===== src/rtl/dm_arbiter_if.sv =====
// Signal bundle between M-stage control, the debug/loader requester and the data memory.
// The arbiter uses the slave view; requesters and the memory use the master view.
interface dm_arbiter_if;
    logic        cpu_req;
    logic        cpu_we;
    logic [1:0]  cpu_op;
    logic [31:0] cpu_addr;
    logic [31:0] cpu_wdata;
    logic [31:0] cpu_pc;
    logic [31:0] cpu_rdata;
    logic        cpu_stall;

    logic        dbg_req;
    logic        dbg_we;
    logic [1:0]  dbg_op;
    logic [31:0] dbg_addr;
    logic [31:0] dbg_wdata;
    logic        dbg_ack;
    logic [31:0] dbg_rdata;
    logic        dbg_rvalid;

    logic        dm_we;
    logic [1:0]  dm_op;
    logic [31:0] dm_addr;
    logic [31:0] dm_wdata;
    logic [31:0] dm_wpc;
    logic [31:0] dm_rdata;

    modport slave (
        input  cpu_req, cpu_we, cpu_op, cpu_addr, cpu_wdata, cpu_pc,
        output cpu_rdata, cpu_stall,
        input  dbg_req, dbg_we, dbg_op, dbg_addr, dbg_wdata,
        output dbg_ack, dbg_rdata, dbg_rvalid,
        output dm_we, dm_op, dm_addr, dm_wdata, dm_wpc,
        input  dm_rdata
    );

    modport master (
        output cpu_req, cpu_we, cpu_op, cpu_addr, cpu_wdata, cpu_pc,
        input  cpu_rdata, cpu_stall,
        output dbg_req, dbg_we, dbg_op, dbg_addr, dbg_wdata,
        input  dbg_ack, dbg_rdata, dbg_rvalid,
        input  dm_we, dm_op, dm_addr, dm_wdata, dm_wpc,
        output dm_rdata
    );
endinterface


===== src/rtl/dm_arbiter.sv =====
// Shares the M-stage data-memory port between the CPU (zero-latency owner) and a
// debug/loader requester that is served in idle CPU cycles or force-granted after a bounded wait.
module dm_arbiter #(
    parameter int unsigned STARVE_LIMIT = 4
) (
    input  logic          clk,
    input  logic          reset,
    dm_arbiter_if.slave   bus
);

    typedef enum logic {
        ARB,
        RESP
    } state_e;

    localparam logic [3:0] LIMIT = 4'(STARVE_LIMIT);

    state_e      state_q, state_d;
    logic [3:0]  wait_cnt_q, wait_cnt_d;
    logic [31:0] dbg_rdata_q, dbg_rdata_d;
    logic        dbg_rvalid_q, dbg_rvalid_d;
    logic        grant_dbg;

    // RESP blocks DBG so a force-grant can never stall the CPU two cycles in a row.
    assign grant_dbg = (state_q == ARB) && bus.dbg_req &&
                       (!bus.cpu_req || (wait_cnt_q == LIMIT));

    always_comb begin
        // NOTE: every output gets a default first so no path leaves a latch behind.
        bus.dm_we    = bus.cpu_req & bus.cpu_we;
        bus.dm_op    = bus.cpu_op;
        bus.dm_addr  = bus.cpu_addr;
        bus.dm_wdata = bus.cpu_wdata;
        bus.dm_wpc   = bus.cpu_pc;
        if (grant_dbg) begin
            bus.dm_we    = bus.dbg_we;
            bus.dm_op    = bus.dbg_op;
            bus.dm_addr  = bus.dbg_addr;
            bus.dm_wdata = bus.dbg_wdata;
            bus.dm_wpc   = 32'h0000_0000;
        end
    end

    assign bus.cpu_rdata  = bus.dm_rdata;
    assign bus.cpu_stall  = bus.cpu_req & grant_dbg;
    assign bus.dbg_ack    = grant_dbg;
    assign bus.dbg_rdata  = dbg_rdata_q;
    assign bus.dbg_rvalid = dbg_rvalid_q;

    always_comb begin
        state_d      = state_q;
        wait_cnt_d   = wait_cnt_q;
        dbg_rdata_d  = dbg_rdata_q;
        dbg_rvalid_d = 1'b0;
        unique case (state_q)
            ARB: begin
                if (grant_dbg) begin
                    // Stores capture too: DBG sees the pre-write word and still gets rvalid.
                    dbg_rdata_d  = bus.dm_rdata;
                    dbg_rvalid_d = 1'b1;
                    wait_cnt_d   = 4'd0;
                    state_d      = RESP;
                end else if (bus.dbg_req && (wait_cnt_q != LIMIT)) begin
                    wait_cnt_d = wait_cnt_q + 4'd1;
                end
            end
            RESP: begin
                state_d = ARB;
            end
            default: begin
                state_d = ARB;
            end
        endcase
    end

    always_ff @(posedge clk) begin
        // NOTE: sequential state uses non-blocking assignments so all flops update together.
        if (reset) begin
            state_q      <= ARB;
            wait_cnt_q   <= 4'd0;
            dbg_rdata_q  <= 32'h0000_0000;
            dbg_rvalid_q <= 1'b0;
        end else begin
            state_q      <= state_d;
            wait_cnt_q   <= wait_cnt_d;
            dbg_rdata_q  <= dbg_rdata_d;
            dbg_rvalid_q <= dbg_rvalid_d;
        end
    end

endmodule


===== src/flat_wrapper.sv =====
// flat-port wrapper written by rule: the top's interface ports become plain ports
module dm_arbiter_flat 
#(
    parameter int unsigned STARVE_LIMIT = 4
)
  (clk, reset, bus_cpu_req, bus_cpu_we, bus_cpu_op, bus_cpu_addr, bus_cpu_wdata, bus_cpu_pc, bus_cpu_rdata, bus_cpu_stall, bus_dbg_req, bus_dbg_we, bus_dbg_op, bus_dbg_addr, bus_dbg_wdata, bus_dbg_ack, bus_dbg_rdata, bus_dbg_rvalid, bus_dm_we, bus_dm_op, bus_dm_addr, bus_dm_wdata, bus_dm_wpc, bus_dm_rdata);
  dm_arbiter_if bus_i ();
  input  logic clk;
  input  logic reset;
  input wire logic [$bits(bus_i.cpu_req)-1:0] bus_cpu_req;
  input wire logic [$bits(bus_i.cpu_we)-1:0] bus_cpu_we;
  input wire logic [$bits(bus_i.cpu_op)-1:0] bus_cpu_op;
  input wire logic [$bits(bus_i.cpu_addr)-1:0] bus_cpu_addr;
  input wire logic [$bits(bus_i.cpu_wdata)-1:0] bus_cpu_wdata;
  input wire logic [$bits(bus_i.cpu_pc)-1:0] bus_cpu_pc;
  output wire logic [$bits(bus_i.cpu_rdata)-1:0] bus_cpu_rdata;
  output wire logic [$bits(bus_i.cpu_stall)-1:0] bus_cpu_stall;
  input wire logic [$bits(bus_i.dbg_req)-1:0] bus_dbg_req;
  input wire logic [$bits(bus_i.dbg_we)-1:0] bus_dbg_we;
  input wire logic [$bits(bus_i.dbg_op)-1:0] bus_dbg_op;
  input wire logic [$bits(bus_i.dbg_addr)-1:0] bus_dbg_addr;
  input wire logic [$bits(bus_i.dbg_wdata)-1:0] bus_dbg_wdata;
  output wire logic [$bits(bus_i.dbg_ack)-1:0] bus_dbg_ack;
  output wire logic [$bits(bus_i.dbg_rdata)-1:0] bus_dbg_rdata;
  output wire logic [$bits(bus_i.dbg_rvalid)-1:0] bus_dbg_rvalid;
  output wire logic [$bits(bus_i.dm_we)-1:0] bus_dm_we;
  output wire logic [$bits(bus_i.dm_op)-1:0] bus_dm_op;
  output wire logic [$bits(bus_i.dm_addr)-1:0] bus_dm_addr;
  output wire logic [$bits(bus_i.dm_wdata)-1:0] bus_dm_wdata;
  output wire logic [$bits(bus_i.dm_wpc)-1:0] bus_dm_wpc;
  input wire logic [$bits(bus_i.dm_rdata)-1:0] bus_dm_rdata;
  assign bus_i.cpu_req = bus_cpu_req;
  assign bus_i.cpu_we = bus_cpu_we;
  assign bus_i.cpu_op = bus_cpu_op;
  assign bus_i.cpu_addr = bus_cpu_addr;
  assign bus_i.cpu_wdata = bus_cpu_wdata;
  assign bus_i.cpu_pc = bus_cpu_pc;
  assign bus_cpu_rdata = bus_i.cpu_rdata;
  assign bus_cpu_stall = bus_i.cpu_stall;
  assign bus_i.dbg_req = bus_dbg_req;
  assign bus_i.dbg_we = bus_dbg_we;
  assign bus_i.dbg_op = bus_dbg_op;
  assign bus_i.dbg_addr = bus_dbg_addr;
  assign bus_i.dbg_wdata = bus_dbg_wdata;
  assign bus_dbg_ack = bus_i.dbg_ack;
  assign bus_dbg_rdata = bus_i.dbg_rdata;
  assign bus_dbg_rvalid = bus_i.dbg_rvalid;
  assign bus_dm_we = bus_i.dm_we;
  assign bus_dm_op = bus_i.dm_op;
  assign bus_dm_addr = bus_i.dm_addr;
  assign bus_dm_wdata = bus_i.dm_wdata;
  assign bus_dm_wpc = bus_i.dm_wpc;
  assign bus_i.dm_rdata = bus_dm_rdata;
  dm_arbiter #(.STARVE_LIMIT(STARVE_LIMIT)) u_core (.clk(clk), .reset(reset), .bus(bus_i));
endmodule

===== config.mk =====
export PLATFORM = sky130hd
export DESIGN_NAME = dm_arbiter_flat
export DESIGN_NICKNAME = d
export VERILOG_FILES = /design/src/rtl/dm_arbiter_if.sv /design/src/rtl/dm_arbiter.sv /design/src/flat_wrapper.sv
export SDC_FILE = /design/constraint.sdc
export NUM_CORES = 1
export LEC_CHECK = 0
export CORE_AREA = 2 2 143 145
export DETAILED_ROUTE_END_ITERATION = 12
export DIE_AREA = 0 0 145 147
export PLACE_DENSITY_LB_ADDON = 0.15
export SLEW_MARGIN = 0
export SYNTH_ARGS = -nofsm -noshare
export SYNTH_HDL_FRONTEND = slang
export SYNTH_SLANG_ARGS = --single-unit

===== constraint.sdc =====
create_clock -name clk -period 2.7 [get_ports clk]
set_input_delay 0.54 -clock clk [delete_from_list [all_inputs] [get_ports clk]]
set_output_delay 0.54 -clock clk [all_outputs]
set_load 0.01 [all_outputs]

==> metrics.txt <==
status=complete, no violations; DRC errors left=0; Die Area=around 21000 um2; initial core utilization=0.184; final core occ=0.387; post-layout min period=2690 ps; Req. time, crit path=between 2000 and 2500 ps; Num CTS Buffers=5; # rows=52; Seq/Total Area, Yosys=0.203; Setup crit end kind=output port; IO Count=around 370; via count=4864; clock transition at the registers of the reported paths=60 ps; DR vias/cell=~4.7; Final GP Congestion=approximately 0.95; syn avg cell area=8.28 um2; Tightest Pin Transition=730 ps; worst min-delay path class=flip-flop to flip-flop; max_cap viols=0; FF+latch count, synth=37; Critical Path Start Type=flip-flop; Max Clock Freq=0.372 GHz; Syn. warnings=0; Port Buf Inserts=between 300 and 400; Filler cells=2026; post-synthesis cell count=roughly 440; Power Density=319 nW/um2; synthesized net count=645; CTS tree=done; Post-DRT Antenna Nets=0; area grow syn2layout=110%; family with the most delay on the worst path=buffers and inverters; final setup vio count=0; Worst Path Class, Setup=flip-flop to output port; Final Skew=5.35 ps; DRT Pass-1 Iters=5; CP arrival=2150 ps; ys flop type=dfxtp_1; EDFF count, synth=0; hold slack=541 ps; worst setup path start=u_core.wait_cnt_q[0]; total congestion overflow=0; CTS max path bufs=2; number of global-route vias before repair=slightly above 5000; cell area after synthesis=3650 um2; pin count of the biggest net entering global routing=72; Chip Height=147 um; ratio of cells with drive above 1 in the final layout=0.239; area taken by flip-flops and latches=743 um2; # clock sinks=37; nets=974; WL/cell=24.0 um; Core Region=19800 um2; asr flop ratio synth=0; # H-tree levels=2; max_slew headroom=0.514; Total GRT Usage=0.225; Final Hold Violating Endpoints=0; Detailed Place HPWL=19.7 mm; VDD IR max=roughly 220 uV; RSZ-0062 raised after global routing=yes; fin. max-slew vios=0; initial antenna violation count=5; Worst Path Buf+Inv=4; area of the multi-input gates=2480 um2; delay of the slowest cell on the worst path=roughly 350 ps; DRT iter0 DRCs=185; final cycle utilization of the critical path=0.997; R2R Path Start=u_core.wait_cnt_q[0]; Total Wirelength=25.1 mm; slowest CP cell=mux2_2; Root Driver=clkbuf_16; Clk Latency, worst-skew pair=280 ps; hold_sp=u_core.wait_cnt_q[0]; post-synth cell types=29; LEAKAGE=3.25 nW; first-pass GRT wire length=35.1 mm; Inst Count DP=a little over 1000; Die X=about 150 um; critical-path maximum fanout=11; crit-path cells=inv_2 > ha_4 > nand3b_1 > a21oi_4 > buf_4 > buf_16 > mux2_2 > dlygate4sd2_1; Cell Count, Final, Fillers Out=1045
cell type report:
cell class                 count  share of cell area
clock buffer                   7              0.0186
sequential                    37              0.0969
tap                          270              0.0440
multi-input combinational    317               0.323
timing repair buffer         406               0.510
clock inverter                 1             0.00391
inverter                       3             0.00147
antenna                        4             0.00130
cells in the mapped netlist, types with 2 or more instances:
library cell,instances,area [um2]
mux2_2,66,743
dfxtp_1,37,741
nand2_1,36,135
buf_4,35,263
and3_1,33,206
nor2b_1,33,206
and4_1,32,280
nor3_1,32,160
nor4b_1,32,280
or4_1,32,240
clkbuf_1,29,109
buf_2,18,90.1
a21oi_1,3,15.0
inv_1,3,11.3
and3b_1,2,17.5
buf_6,2,22.5
ha_1,2,25.0
nand3b_1,2,15.0
nand4_1,2,12.5
sequential cells by signal, indices dropped and copies added, names as in the netlist:
signal	flops
u_core.state_q	1
u_core.bus.dbg_rdata	32
u_core.wait_cnt_q	4
final timing paths:
kind | endpoint | slack [ps] | cells after the start
setup / recovery | bus_dm_wdata[24] | 9 | 8
hold / removal | u_core.wait_cnt_q[0] | 540 | 3
setup reg to reg | u_core.bus.dbg_rdata[8] | 400 | 8
hold reg to reg | u_core.wait_cnt_q[0] | 540 | 3
where the power goes:
| part | leakage [nW] | internal, W | switching (W) |
|---|---|---|---|
| registers | 0.304 | 0.000582 | 0.0000271 |
| logic | 2.86 | 0.000659 | 0.000473 |
| clock network | 0.0841 | 0.000462 | 0.000244 |
stage by stage:
step	total power [W]	TNS, ps	setup WS, ps	area (um2)
finish	0.00245	0	9.31	7670
CTS	0.00248	-129	-72.9	7710
global placement	0.00174	-31040	-443	7310
detailed placement	0.00175	-33060	-469	7310
global route	0.00256	-532	-58.2	7670
floorplan	0.00100	0	543	3650
placed cells by master, fill, tap and decap left out, types with 7 or more instances in the layout:
cell type        netlist  layout
clkdlybuf4s50_1        0     264
mux2_2                66      56
clkbuf_2               0      38
nand2_1               36      36
dfxtp_1               37      35
and3_1                33      33
nor2b_1               33      32
nor3_1                32      32
and4_1                32      32
nor4b_1               32      32
or4_1                 32      32
dlygate4sd2_1          0      25
buf_4                 35      19
buf_6                  2      16
buf_2                 18      14
clkdlybuf4s15_1        0      14
mux2_4                 0      10
clkbuf_16              0       7
worst register-to-register path: stages (launching register included):
cell and delay [ps]:
dfxtp_2 330, inv_2 50, ha_4 160, buf_4 130, buf_4 120, and3b_2 230
buf_4 290, and4_1 350, or4_1 510
logic make-up (layout without fill, tap and decap cells):
logic type      count (synthesis)  count (layout)  share of synthesized area
compound gates                  8               8                     0.0154
fa+ha+maj                       2               2                    0.00686
buf+inv                        87             417                      0.136
flops                          37              37                      0.203
mux                            66              66                      0.204
other cells                     0               4                          0
simple gates                  241             241                      0.435
repair_timing:
item | in CTS | in global routing
resized for setup | 162 | 115
cloned | 6 | 2
setup buffers | 10 | 7
pin swaps | 3 | 2
setup endpoints to repair | 101 | 74
hold buffers | 0 | 0
per-layer routing:
metal / part of all wire / global-route usage
met2: 0.52 / 0.423
met4: 0.033 / 0.0683
met1: 0.36 / 0.240
met5: 0.00096 / 0
met3: 0.083 / 0.0699
No activity file was read; power rests on OpenSTA's default activity.
